$ cat src/rtl/led_strand_pkg.sv
// Shared types and default timing for the WS2812 strand driver.
// Defaults assume the 100 MHz board clock.
package led_strand_pkg;

    typedef enum logic [2:0] {
        LATCH,
        FETCH_WAIT,
        FETCH,
        BIT_HIGH,
        BIT_LOW
    } strand_state_t;

    localparam int DEF_T0H_CYCLES   = 40;
    localparam int DEF_T0L_CYCLES   = 85;
    localparam int DEF_T1H_CYCLES   = 80;
    localparam int DEF_T1L_CYCLES   = 45;
    localparam int DEF_LATCH_CYCLES = 5000;

    typedef struct packed {
        logic [7:0] green;
        logic [7:0] red;
        logic [7:0] blue;
    } grb_t;

    function automatic int max_int(input int a, input int b);
        return (a > b) ? a : b;
    endfunction

endpackage

$ cat src/rtl/ws2812_strand_driver_bit_encoder.sv
// Single-bit WS2812 waveform generator: high phase then low phase.
// A start on the done cycle chains bits back to back.
module ws2812_bit_encoder #(
    parameter int T0H_CYCLES = 40,
    parameter int T0L_CYCLES = 85,
    parameter int T1H_CYCLES = 80,
    parameter int T1L_CYCLES = 45,
    parameter int CNT_W      = 8
) (
    input  logic clk,
    input  logic rst_n,
    input  logic start,
    input  logic bit_val,
    output logic strand_out,
    output logic high_done,
    output logic done
);

    logic             busy_q;
    logic             high_q;
    logic             bit_q;
    logic [CNT_W-1:0] cnt_q;
    logic             cnt_zero;

    assign cnt_zero = (cnt_q == '0);

    always_ff @(posedge clk or negedge rst_n) begin
        if (!rst_n) begin
            busy_q <= 1'b0;
            high_q <= 1'b0;
            bit_q  <= 1'b0;
            cnt_q  <= '0;
        end else if (start) begin
            busy_q <= 1'b1;
            high_q <= 1'b1;
            bit_q  <= bit_val;
            cnt_q  <= bit_val ? CNT_W'(T1H_CYCLES - 1)
                              : CNT_W'(T0H_CYCLES - 1);
        end else if (busy_q) begin
            if (!cnt_zero) begin
                cnt_q <= cnt_q - 1'b1;
            end else if (high_q) begin
                high_q <= 1'b0;
                cnt_q  <= bit_q ? CNT_W'(T1L_CYCLES - 1)
                                : CNT_W'(T0L_CYCLES - 1);
            end else begin
                busy_q <= 1'b0;
            end
        end
    end

    assign strand_out = high_q;
    assign high_done  = busy_q & high_q & cnt_zero;
    assign done       = busy_q & ~high_q & cnt_zero;

endmodule

$ cat src/rtl/ws2812_strand_driver.sv
// Walks LED addresses, fetches GRB colours and serializes them MSB first,
// with a latch gap between frames.
module ws2812_strand_driver
    import led_strand_pkg::*;
#(
    parameter int NUM_LEDS          = 50,
    parameter int LED_ADDRESS_WIDTH = (NUM_LEDS > 1) ? $clog2(NUM_LEDS) : 1,
    parameter int T0H_CYCLES        = DEF_T0H_CYCLES,
    parameter int T0L_CYCLES        = DEF_T0L_CYCLES,
    parameter int T1H_CYCLES        = DEF_T1H_CYCLES,
    parameter int T1L_CYCLES        = DEF_T1L_CYCLES,
    parameter int LATCH_CYCLES      = DEF_LATCH_CYCLES
) (
    input  logic                         clk,
    input  logic                         rst_n,
    output logic [LED_ADDRESS_WIDTH-1:0] next_led_request,
    input  logic [7:0]                   green_in,
    input  logic [7:0]                   red_in,
    input  logic [7:0]                   blue_in,
    input  logic                         color_valid,
    output logic                         strand_out,
    output logic                         frame_done
);

    localparam int MAX_T = max_int(
        max_int(max_int(T0H_CYCLES, T0L_CYCLES),
                max_int(T1H_CYCLES, T1L_CYCLES)),
        LATCH_CYCLES);
    localparam int CNT_W = $clog2(MAX_T) + 1;
    localparam logic [CNT_W-1:0] LATCH_LOAD = CNT_W'(LATCH_CYCLES - 1);
    localparam logic [LED_ADDRESS_WIDTH-1:0] LAST_LED =
        LED_ADDRESS_WIDTH'(NUM_LEDS - 1);

    strand_state_t                state_q, state_d;
    logic [CNT_W-1:0]             latch_cnt_q, latch_cnt_d;
    grb_t                         shift_q, shift_d;
    logic [4:0]                   bit_idx_q, bit_idx_d;
    logic [LED_ADDRESS_WIDTH-1:0] led_q, led_d;
    logic                         frame_done_q, frame_done_d;
    logic                         enc_start;
    logic                         enc_bit;
    logic                         enc_high_done;
    logic                         enc_done;

    always_ff @(posedge clk or negedge rst_n) begin
        if (!rst_n) begin
            state_q      <= LATCH;
            latch_cnt_q  <= LATCH_LOAD;
            shift_q      <= '0;
            bit_idx_q    <= 5'd23;
            led_q        <= '0;
            frame_done_q <= 1'b0;
        end else begin
            state_q      <= state_d;
            latch_cnt_q  <= latch_cnt_d;
            shift_q      <= shift_d;
            bit_idx_q    <= bit_idx_d;
            led_q        <= led_d;
            frame_done_q <= frame_done_d;
        end
    end

    always_comb begin
        state_d      = state_q;
        latch_cnt_d  = latch_cnt_q;
        shift_d      = shift_q;
        bit_idx_d    = bit_idx_q;
        led_d        = led_q;
        frame_done_d = 1'b0;
        enc_start    = 1'b0;
        enc_bit      = 1'b0;
        unique case (state_q)
            LATCH: begin
                if (latch_cnt_q == '0) state_d = FETCH_WAIT;
                else latch_cnt_d = latch_cnt_q - 1'b1;
            end
            FETCH_WAIT: state_d = FETCH;
            FETCH: begin
                if (color_valid) begin
                    shift_d   = '{green: green_in, red: red_in, blue: blue_in};
                    bit_idx_d = 5'd23;
                    enc_start = 1'b1;
                    enc_bit   = green_in[7];
                    state_d   = BIT_HIGH;
                end
            end
            BIT_HIGH: begin
                if (enc_high_done) state_d = BIT_LOW;
            end
            BIT_LOW: begin
                if (enc_done) begin
                    if (bit_idx_q != 5'd0) begin
                        // Next bit starts on the done cycle: no gap between bits.
                        shift_d   = shift_q << 1;
                        bit_idx_d = bit_idx_q - 5'd1;
                        enc_start = 1'b1;
                        enc_bit   = shift_q[22];
                        state_d   = BIT_HIGH;
                    end else if (led_q != LAST_LED) begin
                        led_d   = led_q + 1'b1;
                        state_d = FETCH_WAIT;
                    end else begin
                        frame_done_d = 1'b1;
                        led_d        = '0;
                        latch_cnt_d  = LATCH_LOAD;
                        state_d      = LATCH;
                    end
                end
            end
            default: state_d = LATCH;
        endcase
    end

    ws2812_bit_encoder #(
        .T0H_CYCLES (T0H_CYCLES),
        .T0L_CYCLES (T0L_CYCLES),
        .T1H_CYCLES (T1H_CYCLES),
        .T1L_CYCLES (T1L_CYCLES),
        .CNT_W      (CNT_W)
    ) u_enc (
        .clk        (clk),
        .rst_n      (rst_n),
        .start      (enc_start),
        .bit_val    (enc_bit),
        .strand_out (strand_out),
        .high_done  (enc_high_done),
        .done       (enc_done)
    );

    assign next_led_request = led_q;
    assign frame_done       = frame_done_q;

endmodule

$ cat config.mk
export PLATFORM = sky130hd
export DESIGN_NAME = ws2812_strand_driver
export DESIGN_NICKNAME = d
export VERILOG_FILES = /design/src/rtl/led_strand_pkg.sv /design/src/rtl/ws2812_strand_driver_bit_encoder.sv /design/src/rtl/ws2812_strand_driver.sv
export SDC_FILE = /design/constraint.sdc
export NUM_CORES = 1
export LEC_CHECK = 0
export BUFFER_PORTS_ARGS = -buffer_cell sky130_fd_sc_hd__buf_4
export CAP_MARGIN = 30
export CELL_PAD_IN_SITES_DETAIL_PLACEMENT = 0
export CELL_PAD_IN_SITES_GLOBAL_PLACEMENT = 1
export CORE_MARGIN = 2
export CORE_UTILIZATION = 49
export CTS_CLUSTER_DIAMETER = 30
export CTS_CLUSTER_SIZE = 16
export DETAILED_ROUTE_END_ITERATION = 10
export HOLD_SLACK_MARGIN = 0.12
export MAX_ROUTING_LAYER = met4
export PLACE_DENSITY_LB_ADDON = 0.1
export SLEW_MARGIN = 20
export SYNTH_ARGS = -nofsm -noshare
export SYNTH_HDL_FRONTEND = slang
export SYNTH_SLANG_ARGS = --single-unit
$ cat constraint.sdc
create_clock -name clk -period 3.14 [get_ports clk]
set_input_delay 0.628 -clock clk [delete_from_list [all_inputs] [get_ports clk]]
set_output_delay 0.628 -clock clk [all_outputs]
set_load 0.02 [all_outputs]
# --- Word level (Yosys, flattened, before mapping) ---
# Cells that the tools add are included.
totals:
  register_bits: 69
op_classes:
  addsub: 4
  n_eq_ne: 14
  mux: 46
  n_bitwise: 6
  n_reduce_logical: 14
op_table:
  columns: ["operator", "n"]
  rows:
  - ["two-way mux 14 bit", 8]
  - ["two-way mux 23 bit", 3]
  - ["one-hot mux 23 bit (2 select lines)", 1]
  - ["logical NOT 14 bit", 2]
  - ["one-hot mux 14 bit (2 select lines)", 1]
  - ["subtractor 14 x 1 -> 14 bit (second input constant)", 2]
  - ["two-way mux 1 bit", 18]
  - ["!= test 2 bit (second input constant)", 8]
  - ["two-way mux 5 bit", 3]
  - ["one-hot mux 3 bit (5 select lines)", 1]
  - ["two-way mux 7 bit", 2]
  - ["two-way mux 3 bit", 4]
  - ["one-hot mux 5 bit (2 select lines)", 1]
  - ["AND reduction 4 bit", 2]
  - ["nonzero test 2 bit", 4]
  - ["adder 6 x 1 -> 6 bit (second input constant)", 1]
  - ["equality test 3 x 2 -> 1 bit (second input constant)", 2]
  - ["two-way mux 6 bit", 1]
  - ["!= test 6 bit (second input constant)", 1]
  - ["AND reduction 5 bit", 1]
  - ["nonzero test 5 bit", 1]
  - ["subtractor 5 x 1 -> 5 bit (second input constant)", 1]
  - ["bitwise AND 1 bit", 4]
  - ["one-hot mux 1 bit (2 select lines)", 2]
  - ["8 further kinds", 10]

# --- Depth between registers and ports, before layout ---
# Gate-level depths: netlist (run 1).
depth:
  word_depth: 7
  ltp_mapped: 10
  ltp_nobuf: 9

# --- By module ---
# From an unflattened synthesis (run 1), not the netlist that was laid out.
unflattened:
  cells_unflattened: 391
  hier_area_um2: 3753.6
by_module_without_submodules:
  columns: ["module", "n_inst", "cells_each", "area_each_um2", "seq_area_each_um2"]
  rows:
  - ["ws2812_strand_driver", 1, 280, 2741.4, 1315.0]
  - ["ws2812_bit_encoder", 1, 111, 1012.2, 425.4]

# --- Worst setup path after synthesis (run 1) ---
# No wires, ideal clock.
synth_timing:
  path_kind: "register to register"
  from: "register u_enc.cnt_q[0]"
  to: "register led_q[1] (netlist: next_led_request[1])"
  t_arrival_ns: 1.865
  setup_slack_ns: 1.199
  stages_incl_launch_ff: 8
  path_buffers: 0
  synth_period_minus_slack_ns: 1.941
  cell_sequence: "dfrtp_1 -> inv_1 -> ha_1 -> nor3b_2 -> nand4_2 -> or3_1 -> or3_1 -> o21ai_1"
synth_between:
  elab_chain_len: 3
synth_lines:
  columns: ["element", "line_no", "rtl"]
  rows:
  - ["start, declared", "ws2812_strand_driver_bit_encoder.sv:22", "logic [CNT_W-1:0] cnt_q;"]
  - ["start signal, assigned", "ws2812_strand_driver_bit_encoder.sv:37", "cnt_q <= bit_val ? CNT_W'(T1H_CYCLES - 1)"]
  - ["start signal, assigned", "ws2812_strand_driver_bit_encoder.sv:41", "cnt_q <= cnt_q - 1'b1;"]
  - ["start signal, assigned", "ws2812_strand_driver_bit_encoder.sv:44", "cnt_q <= bit_q ? CNT_W'(T1L_CYCLES - 1)"]
  - ["logical NOT 14 bit", "ws2812_strand_driver_bit_encoder.sv:25", "assign cnt_zero = (cnt_q == '0);"]
  - ["bitwise AND 1 bit", "ws2812_strand_driver_bit_encoder.sv:54", "assign done = busy_q & ~high_q & cnt_zero;"]
  - ["AND reduction 3 bit (no source line)", null, null]
  - ["end signal, assigned", "ws2812_strand_driver.sv:58", "led_q <= led_d;"]
  - ["end, declared", "ws2812_strand_driver.sv:38", "logic [LED_ADDRESS_WIDTH-1:0] led_q, led_d;"]
# Every way passes these cells.
# A chain may end at the register's enable or synchronous reset.

# --- Worst setup path in the final report (run 1) ---
layout_timing:
  from: "register u_enc.cnt_q[0]"
  to: "register latch_cnt_q[8]"
layout_between:
  elab_chain_len: 4
layout_lines:
  columns: ["element", "line_no", "rtl"]
  rows:
  - ["logical NOT 14 bit", "ws2812_strand_driver_bit_encoder.sv:25", null]
  - ["bitwise AND 1 bit", "ws2812_strand_driver_bit_encoder.sv:54", null]
  - ["!= test 2 bit (no source line)", null, null]
  - ["AND reduction 5 bit (no source line)", null, null]
  - ["end signal, assigned", "ws2812_strand_driver.sv:55", "latch_cnt_q <= latch_cnt_d;"]
  - ["end, declared", "ws2812_strand_driver.sv:35", "logic [CNT_W-1:0] latch_cnt_q, latch_cnt_d;"]
# Every way passes these cells.

==> results of run 1 <==
==> report_power, final <==
| group | internal, W | switching (W) |
|---|---|---|
| clock network | 0.000366 | 0.000349 |
| registers | 0.00115 | 0.000274 |
| logic | 0.000329 | 0.000385 |
| total | 0.00185 | 0.00101 |
==> kinds of logic after synthesis <==
logic type,Yosys count,share of synthesized area [%]
AND/OR/NAND/NOR,171,25.5
AO/OA/AOI/OAI,109,17.1
flip-flops,69,47.0
buffers and inverters,35,4.39
XOR/XNOR,11,2.60
adder cells (fa/ha/maj),7,2.36
multiplexers,4,1.08
==> worst register-to-register path, delay by kind of cell (launching register included) <==
| kind | cells | cell delay [ps] |
|---|---|---|
| and+or+nand+nor | 5 | 1320 |
| DFF | 1 | 420 |
| buffers and inverters | 2 | 270 |
| adders and majority gates | 1 | 200 |
| muxes | 1 | 130 |
==> cells in the final DEF, fill, tap and decap left out, types with 11 or more instances in the layout <==
master | netlist | layout
inv_1 | 11 | 11
o21ai_1 | 18 | 18
dfstp_2 | 11 | 11
nand2_1 | 46 | 46
dfrtp_1 | 58 | 58
o21ai_0 | 20 | 20
nor2_1 | 44 | 44
buf_4 | 4 | 38
nor3_1 | 12 | 11
a21oi_1 | 37 | 37
==> registers in the layout (all words and copies together), names as in the netlist <==
register          flops
bit_idx_q             5
latch_cnt_q          14
shift_q              23
u_enc.cnt_q          14
u_enc.strand_out      1
frame_done            1
next_led_request      6
u_enc.bit_q           1
u_enc.busy_q          1
state_q               3
==> stage by stage <==
stage | hold WS, ps | instances | total power, W | area (um2) | setup slack, ps
floorplan | 332 | 406 | 0.00194 | 3710 | 1200
global placement | 467 | 521 | 0.00212 | 4010 | 636
detailed placement | 472 | 521 | 0.00215 | 4010 | 766
CTS | 426 | 537 | 0.00288 | 4200 | 743
global route | 217 | 538 | 0.00306 | 4220 | 377
finish | 196 | 538 | 0.00286 | 4220 | 733
==> per-layer routing <==
metal	wire length, um	track usage, %	vias to the layer above
met1	3710	28.2	1455
met3	250	2.74	12
met4	138	9.22	0
met2	3710	30.9	46
li1	-	-	1507
met5	0	-	-
==> worst max path at each step <==
stage | endpoint | from | cells past startpoint
detailed placement | latch_cnt_q[8] | u_enc.cnt_q[0] | 9
global route | latch_cnt_q[8] | u_enc.cnt_q[0] | 9
finish | latch_cnt_q[8] | u_enc.cnt_q[0] | 9
global placement | u_enc.cnt_q[8] | u_enc.cnt_q[0] | 7
floorplan | next_led_request[1] | u_enc.cnt_q[0] | 7
CTS | latch_cnt_q[8] | u_enc.cnt_q[0] | 9
==> synth_stat cells, types with 2 or more instances <==
library cell	count
a21oi_1	37
a21oi_2	2
a22o_1	2
a311oi_1	2
a31oi_1	11
and2_1	3
and3_1	3
and4_1	3
buf_2	6
buf_4	4
clkbuf_1	10
dfrtp_1	58
dfstp_2	11
ha_1	7
inv_1	11
inv_2	2
mux2i_1	4
nand2_1	46
nand2b_1	3
nand3_1	10
nand4_1	10
nand4b_1	2
nor2_1	44
nor3_1	12
nor3_4	2
nor3b_1	3
nor4_1	5
nor4_4	2
nor4b_2	2
o211a_1	2
o211ai_1	2
o21ai_0	20
o21ai_1	18
o31ai_1	3
or2_2	2
or3_1	5
or4_1	2
xor2_1	10
==> final cells by class <==
| class | count | area, um2 | area share [%] |
|---|---|---|---|
| multi-input cells | 302 | 1810 | 43.0 |
| flip-flops and latches | 69 | 1740 | 41.2 |
| repair buffers | 39 | 305 | 7.23 |
| clock buffers | 10 | 128 | 3.02 |
| well taps | 99 | 124 | 2.93 |
| clock inverters | 6 | 63.8 | 1.51 |
| inverters | 13 | 48.8 | 1.16 |
==> impl_metrics.env, run 1 <==
export IMPL_critPathBufInv=2
export IMPL_nNetsFinal=468
export IMPL_slew_violations=0
export IMPL_yosysTopAreaCell="dfrtp_1"
export IMPL_p_leak_nw=1.89
export IMPL_post_cts_buffers=0
export IMPL_routabilityCongestion=0.855
export IMPL_ff2ff_path_depth=9
export IMPL_setup_violations_final=0
export IMPL_num_antenna_cells=0
export IMPL_clkTransAtPathRegs_ps=80
export IMPL_place_hpwl_mm=5.19
export IMPL_rsz0062_at_grt="false"
export IMPL_fin_crit_ps=2410
export IMPL_cts_hold_buf=0
export IMPL_core_um2=7290
export IMPL_wl_mm=7.81
export IMPL_die_w_um=91.0
export IMPL_synth_ff_latch_count=69
export IMPL_die_h_um=91.0
export IMPL_synthFlopType="dfrtp_1"
export IMPL_post_cts_resize_count=0
export IMPL_worst_ep_arrival_time_ps=2680
export IMPL_syn_to_final_growth_pct=14.0
export IMPL_yosys_warnings=0
export IMPL_htreeDepth=3
export IMPL_vias=3020
export IMPL_tns_ps=0
export IMPL_cp_top_family="simple AND/OR/NAND/NOR gates"
export IMPL_ys_seq_area_share_pct=47.0
export IMPL_grt_overflow_total=0
export IMPL_fillCellCount=678
export IMPL_min_period_over_period_pct=76.7
export IMPL_synthCells=406
export IMPL_cap_violations=0
export IMPL_status="finished clean"
export IMPL_critPathSlowestCell="nor3_4"
export IMPL_cts_root_buf="clkbuf_8"
export IMPL_critPathRequiredTime_ps=3410
export IMPL_tightest_slew_ps=795
export IMPL_drtIter0Drc=160
export IMPL_crit_fanout=13
export IMPL_final_setup_skew_ps=12.6
export IMPL_drtPass1Iterations=4
export IMPL_synthArstFlopShare_pct=100
export IMPL_antenna_found_initial=0
export IMPL_synth_top_area_share_pct=39.2
export IMPL_endpoint_kind="flip-flop"
export IMPL_p_per_area_nw_per_um2=676
export IMPL_wl_per_cell_um=14.5
export IMPL_grt_pass1_wl_mm=13.6
export IMPL_layout_drive_gt1_share_pct=20.3
export IMPL_rrSetupSlack_ps=730
export IMPL_route_detailed_drc=0
export IMPL_synth_edff_count=0
export IMPL_port_buffers=34
export IMPL_slowest_delay_ps=450
export IMPL_start_util_pct=50.8
export IMPL_ios=35
export IMPL_max_freq_mhz=415
export IMPL_dieArea_um2=8270
export IMPL_ir_worst_vdd_mv=0.528
export IMPL_hold_class="in -> async"
export IMPL_rr_startpoint="u_enc.cnt_q[0]"
export IMPL_max_clock_path_buffers=2
export IMPL_synth_fp_nets=440
export IMPL_grt_pass1_vias=2819
export IMPL_tritoncts="done"
export IMPL_worstPathCellList="inv_1, ha_1, nor3b_2, nand4_2, nor3_4, nand2_2, inv_2, nor2_1, mux2i_1"
export IMPL_syn_area_per_cell_um2=9.13
export IMPL_ant_nets=0
export IMPL_clk_latency_ps=350
export IMPL_final_util_pct=57.9
export IMPL_yosys_top_cells_area="dfrtp_1, dfstp_2, a21oi_1"
export IMPL_hold_viol=0
export IMPL_cp_start_kind="flip-flop"
export IMPL_yosys_cell_types_count=63
export IMPL_syn_area_um2=3710
export IMPL_vias_per_cell=5.61
export IMPL_core_rowCount=31
export IMPL_numClockSinks=69
export IMPL_r2r_end="latch_cnt_q[8]"
export IMPL_relSlewSlack_pct=46.7
export IMPL_cts_buffers=9
export IMPL_grt_start_max_net_pins=70
export IMPL_path_class="reg -> reg"
export IMPL_gr_usage_all_layers_pct=20.6
No activity file was read; power rests on OpenSTA's default activity.
==> run 2: changes to the inputs <==
CORE_UTILIZATION = 41   (was 49)
clock period = 2 ns   (was 3.14 ns; I/O delays follow)
==> run 2 against run 1 <==
  * Non-clock buffer count grew 59
  * Cell count up 13%
  * Routed wire length rose by 9.1%
  * Design area up 14%
  * Register-to-register slack worse by 690 ps
  * Worst hold slack better by 85 ps
  * Largest cell class unchanged
  * Worst setup slack got worse by 690 ps
  * Global-route usage decreased by 1.4 points
  * Highest routed layer unchanged
  * Critical path depth fell by 3
  * Critical endpoint is now u_enc.cnt_q[13]
==> impl_metrics.env, run 2 (synthesis results as in run 1) <==
export IMPL_status="finished clean"
export IMPL_syn_to_final_growth_pct=30.3
export IMPL_clk_latency_ps=350
export IMPL_relSlewSlack_pct=74.9
export IMPL_setup_violations_final=0
export IMPL_wl_mm=8.52
export IMPL_fillCellCount=818
export IMPL_drtIter0Drc=134
export IMPL_antenna_found_initial=0
export IMPL_dp_cells=581
export IMPL_largest_reg_flops=23
export IMPL_p_per_area_nw_per_um2=1060
export IMPL_switching_share_pct=33.2
export IMPL_critPathRequiredTime_ps=2280
export IMPL_die_w_um=99.1
export IMPL_hold_class="in -> reg"
export IMPL_power_frac_seq_pct=41.4
export IMPL_clock_power_share_pct=25.1
export IMPL_cp_start_kind="flip-flop"
export IMPL_mostFrequentLayoutCells="buf_4, dfrtp_1, nand2_1"
export IMPL_ant_nets=0
export IMPL_grt_start_max_net_pins=53
export IMPL_hold_viol=0
export IMPL_ios=35
export IMPL_gr_usage_all_layers_pct=19.3
export IMPL_power_internal_w=0.00341
export IMPL_dieArea_um2=9820
export IMPL_tritoncts="done"
export IMPL_worst_ep_arrival_time_ps=2240
export IMPL_grt_pass1_wl_mm=14.9
export IMPL_endpoint_kind="flip-flop"
export IMPL_num_antenna_cells=0
export IMPL_clkTransAtPathRegs_ps=70
export IMPL_numClockSinks=69
export IMPL_crit_fanout=3
export IMPL_nNetsFinal=527
export IMPL_fin_crit_ps=1960
export IMPL_max_clock_path_buffers=2
export IMPL_grt_pass1_vias=3217
export IMPL_ff2ff_path_depth=6
export IMPL_grt_overflow_total=0
export IMPL_rsz0062_at_grt="true"
export IMPL_route_detailed_drc=0
export IMPL_routabilityCongestion=0.793
export IMPL_top_regs="shift_q: 23 flops, latch_cnt_q: 14 flops, u_enc.cnt_q: 14 flops"
export IMPL_cap_violations=0
export IMPL_cts_buffers=9
export IMPL_ir_worst_vdd_mv=0.793
export IMPL_core_rowCount=34
export IMPL_path_class="reg -> reg"
export IMPL_final_setup_skew_ps=10.2
export IMPL_hold_depth=2
export IMPL_die_h_um=99.1
export IMPL_wl_per_cell_um=14.1
export IMPL_cts_root_buf="clkbuf_8"
export IMPL_combPwrFrac_pct=33.5
export IMPL_layout_drive_gt1_share_pct=32.7
export IMPL_vias_per_cell=5.33
export IMPL_max_freq_mhz=510
export IMPL_tightest_slew_ps=373
export IMPL_start_util_pct=42.3
export IMPL_final_cells=606
export IMPL_drtPass1Iterations=4
export IMPL_slew_violations=0
export IMPL_p_total_w=0.00511
export IMPL_final_common_cell="buf_4"
export IMPL_core_um2=8760
export IMPL_place_hpwl_mm=5.98
export IMPL_p_leak_nw=2.24
export IMPL_hold_slack_ps=281
export IMPL_largest_register="shift_q"
export IMPL_vias=3227
export IMPL_min_period_over_period_pct=98.0
export IMPL_htreeDepth=3
export IMPL_switching_power_w=0.00169
export IMPL_port_buffers=34
run 2: power groups by stage:
stage	combinational [W]	clock [W]	sequential (W)
after floorplan	0.000941	0	0.00210
after global placement	0.00154	0	0.00212
after detailed placement	0.00158	0	0.00212
after CTS	0.00159	0.00132	0.00210
after global routing	0.00193	0.00138	0.00218
final	0.00171	0.00128	0.00211
run 2: layout make-up:
| class | instances | area, um2 | share of cell area, % |
|---|---|---|---|
| Clock buffer | 10 | 138 | 2.85 |
| Clock inverter | 6 | 86.3 | 1.79 |
| Inverter | 13 | 53.8 | 1.11 |
| Multi-Input combinational cell | 302 | 1910 | 39.5 |
| Sequential cell | 69 | 1740 | 36.1 |
| Tap cell | 108 | 135 | 2.80 |
| Timing Repair Buffer | 98 | 766 | 15.9 |
run 2: final timing paths:
| check | endpoint | slack [ps] | startpoint |
|---|---|---|---|
| min in group asynchronous | u_enc.cnt_q[12] | 470 | rst_n |
| setup / recovery | u_enc.cnt_q[13] | 40 | u_enc.cnt_q[1] |
| max in group asynchronous | bit_idx_q[1] | 920 | rst_n |
| setup reg to reg | u_enc.cnt_q[13] | 40 | u_enc.cnt_q[1] |
| hold / removal | shift_q[0] | 280 | blue_in[0] |
| hold reg to reg | shift_q[3] | 490 | shift_q[3] |
run 2: metrics by stage:
stage | setup TNS [ps] | worst slack [ps] | utilization [%] | instance area, um2
final | 0 | 39.6 | 55.1 | 4830
after global routing | -66.5 | -29.0 | 55.1 | 4830
after CTS | -1.02 | -1.02 | 53.4 | 4680
after detailed placement | -171 | -64.1 | 50.4 | 4410
after global placement | -16.5 | -16.5 | 50.4 | 4410
after floorplan | 0 | 58.7 | - | 3710
run 2: what timing repair did:
item / 4_1_cts / 5_1_grt
setup endpoints to repair: 15 / 58
resized for setup: 5 / 29
setup buffers: 1 / 8
pin swaps: 4 / 12
hold endpoints to repair: 17 / 0
hold buffers: 1 / 0
run 2: routing by layer:
metal  track usage (%)  vias up  wire, um
met1              24.3     1561      4060
met4              5.69        0        55
met2              31.5       41      4170
li1                  -     1618         -
met5                 -        -         0
met3              3.83        7       227
run 2: critical path, cell delays in order (launching register included):
cell     delay (ps)
dfrtp_1         380
buf_4           140
or4_4           550
nor4_4          200
nand4_1         150
or3_1           370
a21oi_2         110
==> run 3: changes to the inputs <==
--- a/config.mk
+++ b/config.mk
@@ -11,3 +11,3 @@
 export CELL_PAD_IN_SITES_GLOBAL_PLACEMENT = 1
-export CORE_MARGIN = 2
+export CORE_MARGIN = 4
 export CORE_UTILIZATION = 41
==> constraint.sdc (replaced) <==
create_clock -name clk -period 2 [get_ports clk]
set_input_delay 0 -clock clk [delete_from_list [all_inputs] [get_ports clk]]
set_output_delay 0 -clock clk [all_outputs]
set_load 0.02 [all_outputs]
==> run 3 against run 2 <==
  * Cell count rose by 2.6%
  * Routed wire length grew 4.9%
  * Largest power group unchanged
  * Sequential share of layout area decreased by 1.1 points
==> impl_metrics.env, run 3 (synthesis results as in run 1) <==
export IMPL_critPathBufInv=3
export IMPL_final_common_cell="buf_4"
export IMPL_combPwrFrac_pct=33.5
export IMPL_cp_start_kind="flip-flop"
export IMPL_rsz0062_at_grt="true"
export IMPL_drtIter0Drc=162
export IMPL_tritoncts="done"
export IMPL_status="finished clean"
export IMPL_ant_nets=0
export IMPL_tightest_slew_ps=565
export IMPL_relSlewSlack_pct=62.3
export IMPL_nNetsFinal=543
export IMPL_cap_violations=0
export IMPL_wl_per_cell_um=14.4
export IMPL_vias=3311
export IMPL_layout_drive_gt1_share_pct=29.6
export IMPL_final_util_pct=56.8
export IMPL_start_util_pct=42.3
export IMPL_largest_reg_flops=23
export IMPL_syn_to_final_growth_pct=34.3
export IMPL_num_antenna_cells=0
export IMPL_cts_root_buf="clkbuf_8"
export IMPL_wl_mm=8.94
export IMPL_clk_latency_ps=350
export IMPL_critPathSlowestCell="or3_4"
export IMPL_p_per_area_nw_per_um2=988
export IMPL_mostFrequentLayoutCells="buf_4, dfrtp_1, nand2_1"
export IMPL_fin_crit_ps=2000
export IMPL_top_regs="shift_q: 23 flops, latch_cnt_q: 14 flops, u_enc.cnt_q: 14 flops"
export IMPL_max_clock_path_buffers=2
export IMPL_slew_violations=0
export IMPL_vias_per_cell=5.32
export IMPL_die_w_um=103
export IMPL_numClockSinks=69
export IMPL_min_period_over_period_pct=99.9
export IMPL_max_freq_mhz=500
export IMPL_port_buffers=34
export IMPL_worstPathCellList="inv_2, ha_4, nor4b_4, buf_4, buf_6, nand2_4, or3_4, or3_1, o21ai_1"
export IMPL_grt_overflow_total=0
export IMPL_power_frac_seq_pct=43.0
export IMPL_clkTransAtPathRegs_ps=70
export IMPL_grt_pass1_vias=3155
export IMPL_final_setup_skew_ps=14.9
export IMPL_cp_top_family="simple AND/OR/NAND/NOR gates"
export IMPL_core_um2=8760
export IMPL_largest_register="shift_q"
export IMPL_hold_class="in -> async"
export IMPL_p_leak_nw=2.29
export IMPL_fillCellCount=804
export IMPL_grt_pass1_wl_mm=15.1
export IMPL_routabilityCongestion=0.848
export IMPL_htreeDepth=3
export IMPL_grt_start_max_net_pins=44
export IMPL_setup_violations_final=0
export IMPL_path_class="reg -> reg"
export IMPL_critPathRequiredTime_ps=2270
export IMPL_core_rowCount=34
export IMPL_slowest_delay_ps=390
export IMPL_drtPass1Iterations=4
export IMPL_switching_power_w=0.00169
export IMPL_route_detailed_drc=0
export IMPL_gr_usage_all_layers_pct=18.6
export IMPL_hold_slack_ps=176
export IMPL_antenna_found_initial=0
export IMPL_ir_worst_vdd_mv=0.687
export IMPL_power_internal_w=0.00323
export IMPL_hold_viol=0
export IMPL_dieArea_um2=10600
export IMPL_switching_share_pct=34.3
export IMPL_endpoint_kind="flip-flop"
export IMPL_clock_power_share_pct=23.5
export IMPL_tns_ps=0
export IMPL_ios=35
export IMPL_cts_buffers=9
export IMPL_crit_fanout=4
export IMPL_worst_ep_arrival_time_ps=2270
export IMPL_place_hpwl_mm=6.01
export IMPL_die_h_um=103
run 3: changes by cell type in the layout (fill, tap and decap cells not counted), sizes merged:
cell and delta:
clkinvlp -1, bufinv -1, buf -9, inv +1, clkinv +1, dlygate4sd3 +25
run 3: cell type report:
class                   count  area (um2)  area share (%)
clock buffers              10         138            2.77
repair buffers            114         953            19.2
flip-flops and latches     69        1740            35.0
well taps                 108         135            2.71
inverters                  13        48.8           0.980
clock inverters             6        62.6            1.26
multi-input cells         302        1900            38.1
run 3: final timing paths:
kind                              start                  end  slack [ps]  cells after the start
setup / recovery           bit_idx_q[1]  next_led_request[1]           1                      9
hold / removal                    rst_n  next_led_request[3]         180                      2
setup reg to reg           bit_idx_q[1]  next_led_request[1]           1                      9
hold reg to reg              shift_q[2]           shift_q[2]         480                      2
max in group asynchronous         rst_n         bit_idx_q[2]        1210                      3
min in group clk             blue_in[0]           shift_q[0]         410                      3
run 3: timing repair:
item,4_1_cts,5_1_grt
hold buffers,26,0
pin swaps,3,3
endpoints found under the setup margin,27,47
resized for setup,3,21
endpoints found under the hold margin,86,0
setup buffers,3,1
run 3: stage by stage:
| stage | power (W) | setup WS, ps | cell area, um2 | instances |
|---|---|---|---|---|
| 6_report | 0.00492 | 1.09 | 4980 | 622 |
| 5_1_grt | 0.00527 | -90.1 | 4980 | 622 |
| 4_1_cts | 0.00492 | -15.0 | 4890 | 621 |
| 3_5_place_dp | 0.00369 | -56.0 | 4390 | 576 |
| 3_3_place_gp | 0.00365 | -15.0 | 4390 | 576 |
| 2_1_floorplan | 0.00305 | 58.7 | 3710 | 406 |
run 3: metal layers:
layer	routed length, um	up-vias	GRT usage, %
li1	-	1659	-
met1	4310	1576	25.4
met2	4170	67	27.7
met3	357	9	4.06
met4	109	0	5.48
met5	0	-	-
run 3: power groups by stage:
stage	combinational (W)	clock, W	sequential [W]
2_1_floorplan	0.000941	0	0.00210
3_3_place_gp	0.00154	0	0.00211
3_5_place_dp	0.00157	0	0.00212
4_1_cts	0.00163	0.00119	0.00210
5_1_grt	0.00185	0.00125	0.00216
6_report	0.00165	0.00116	0.00211
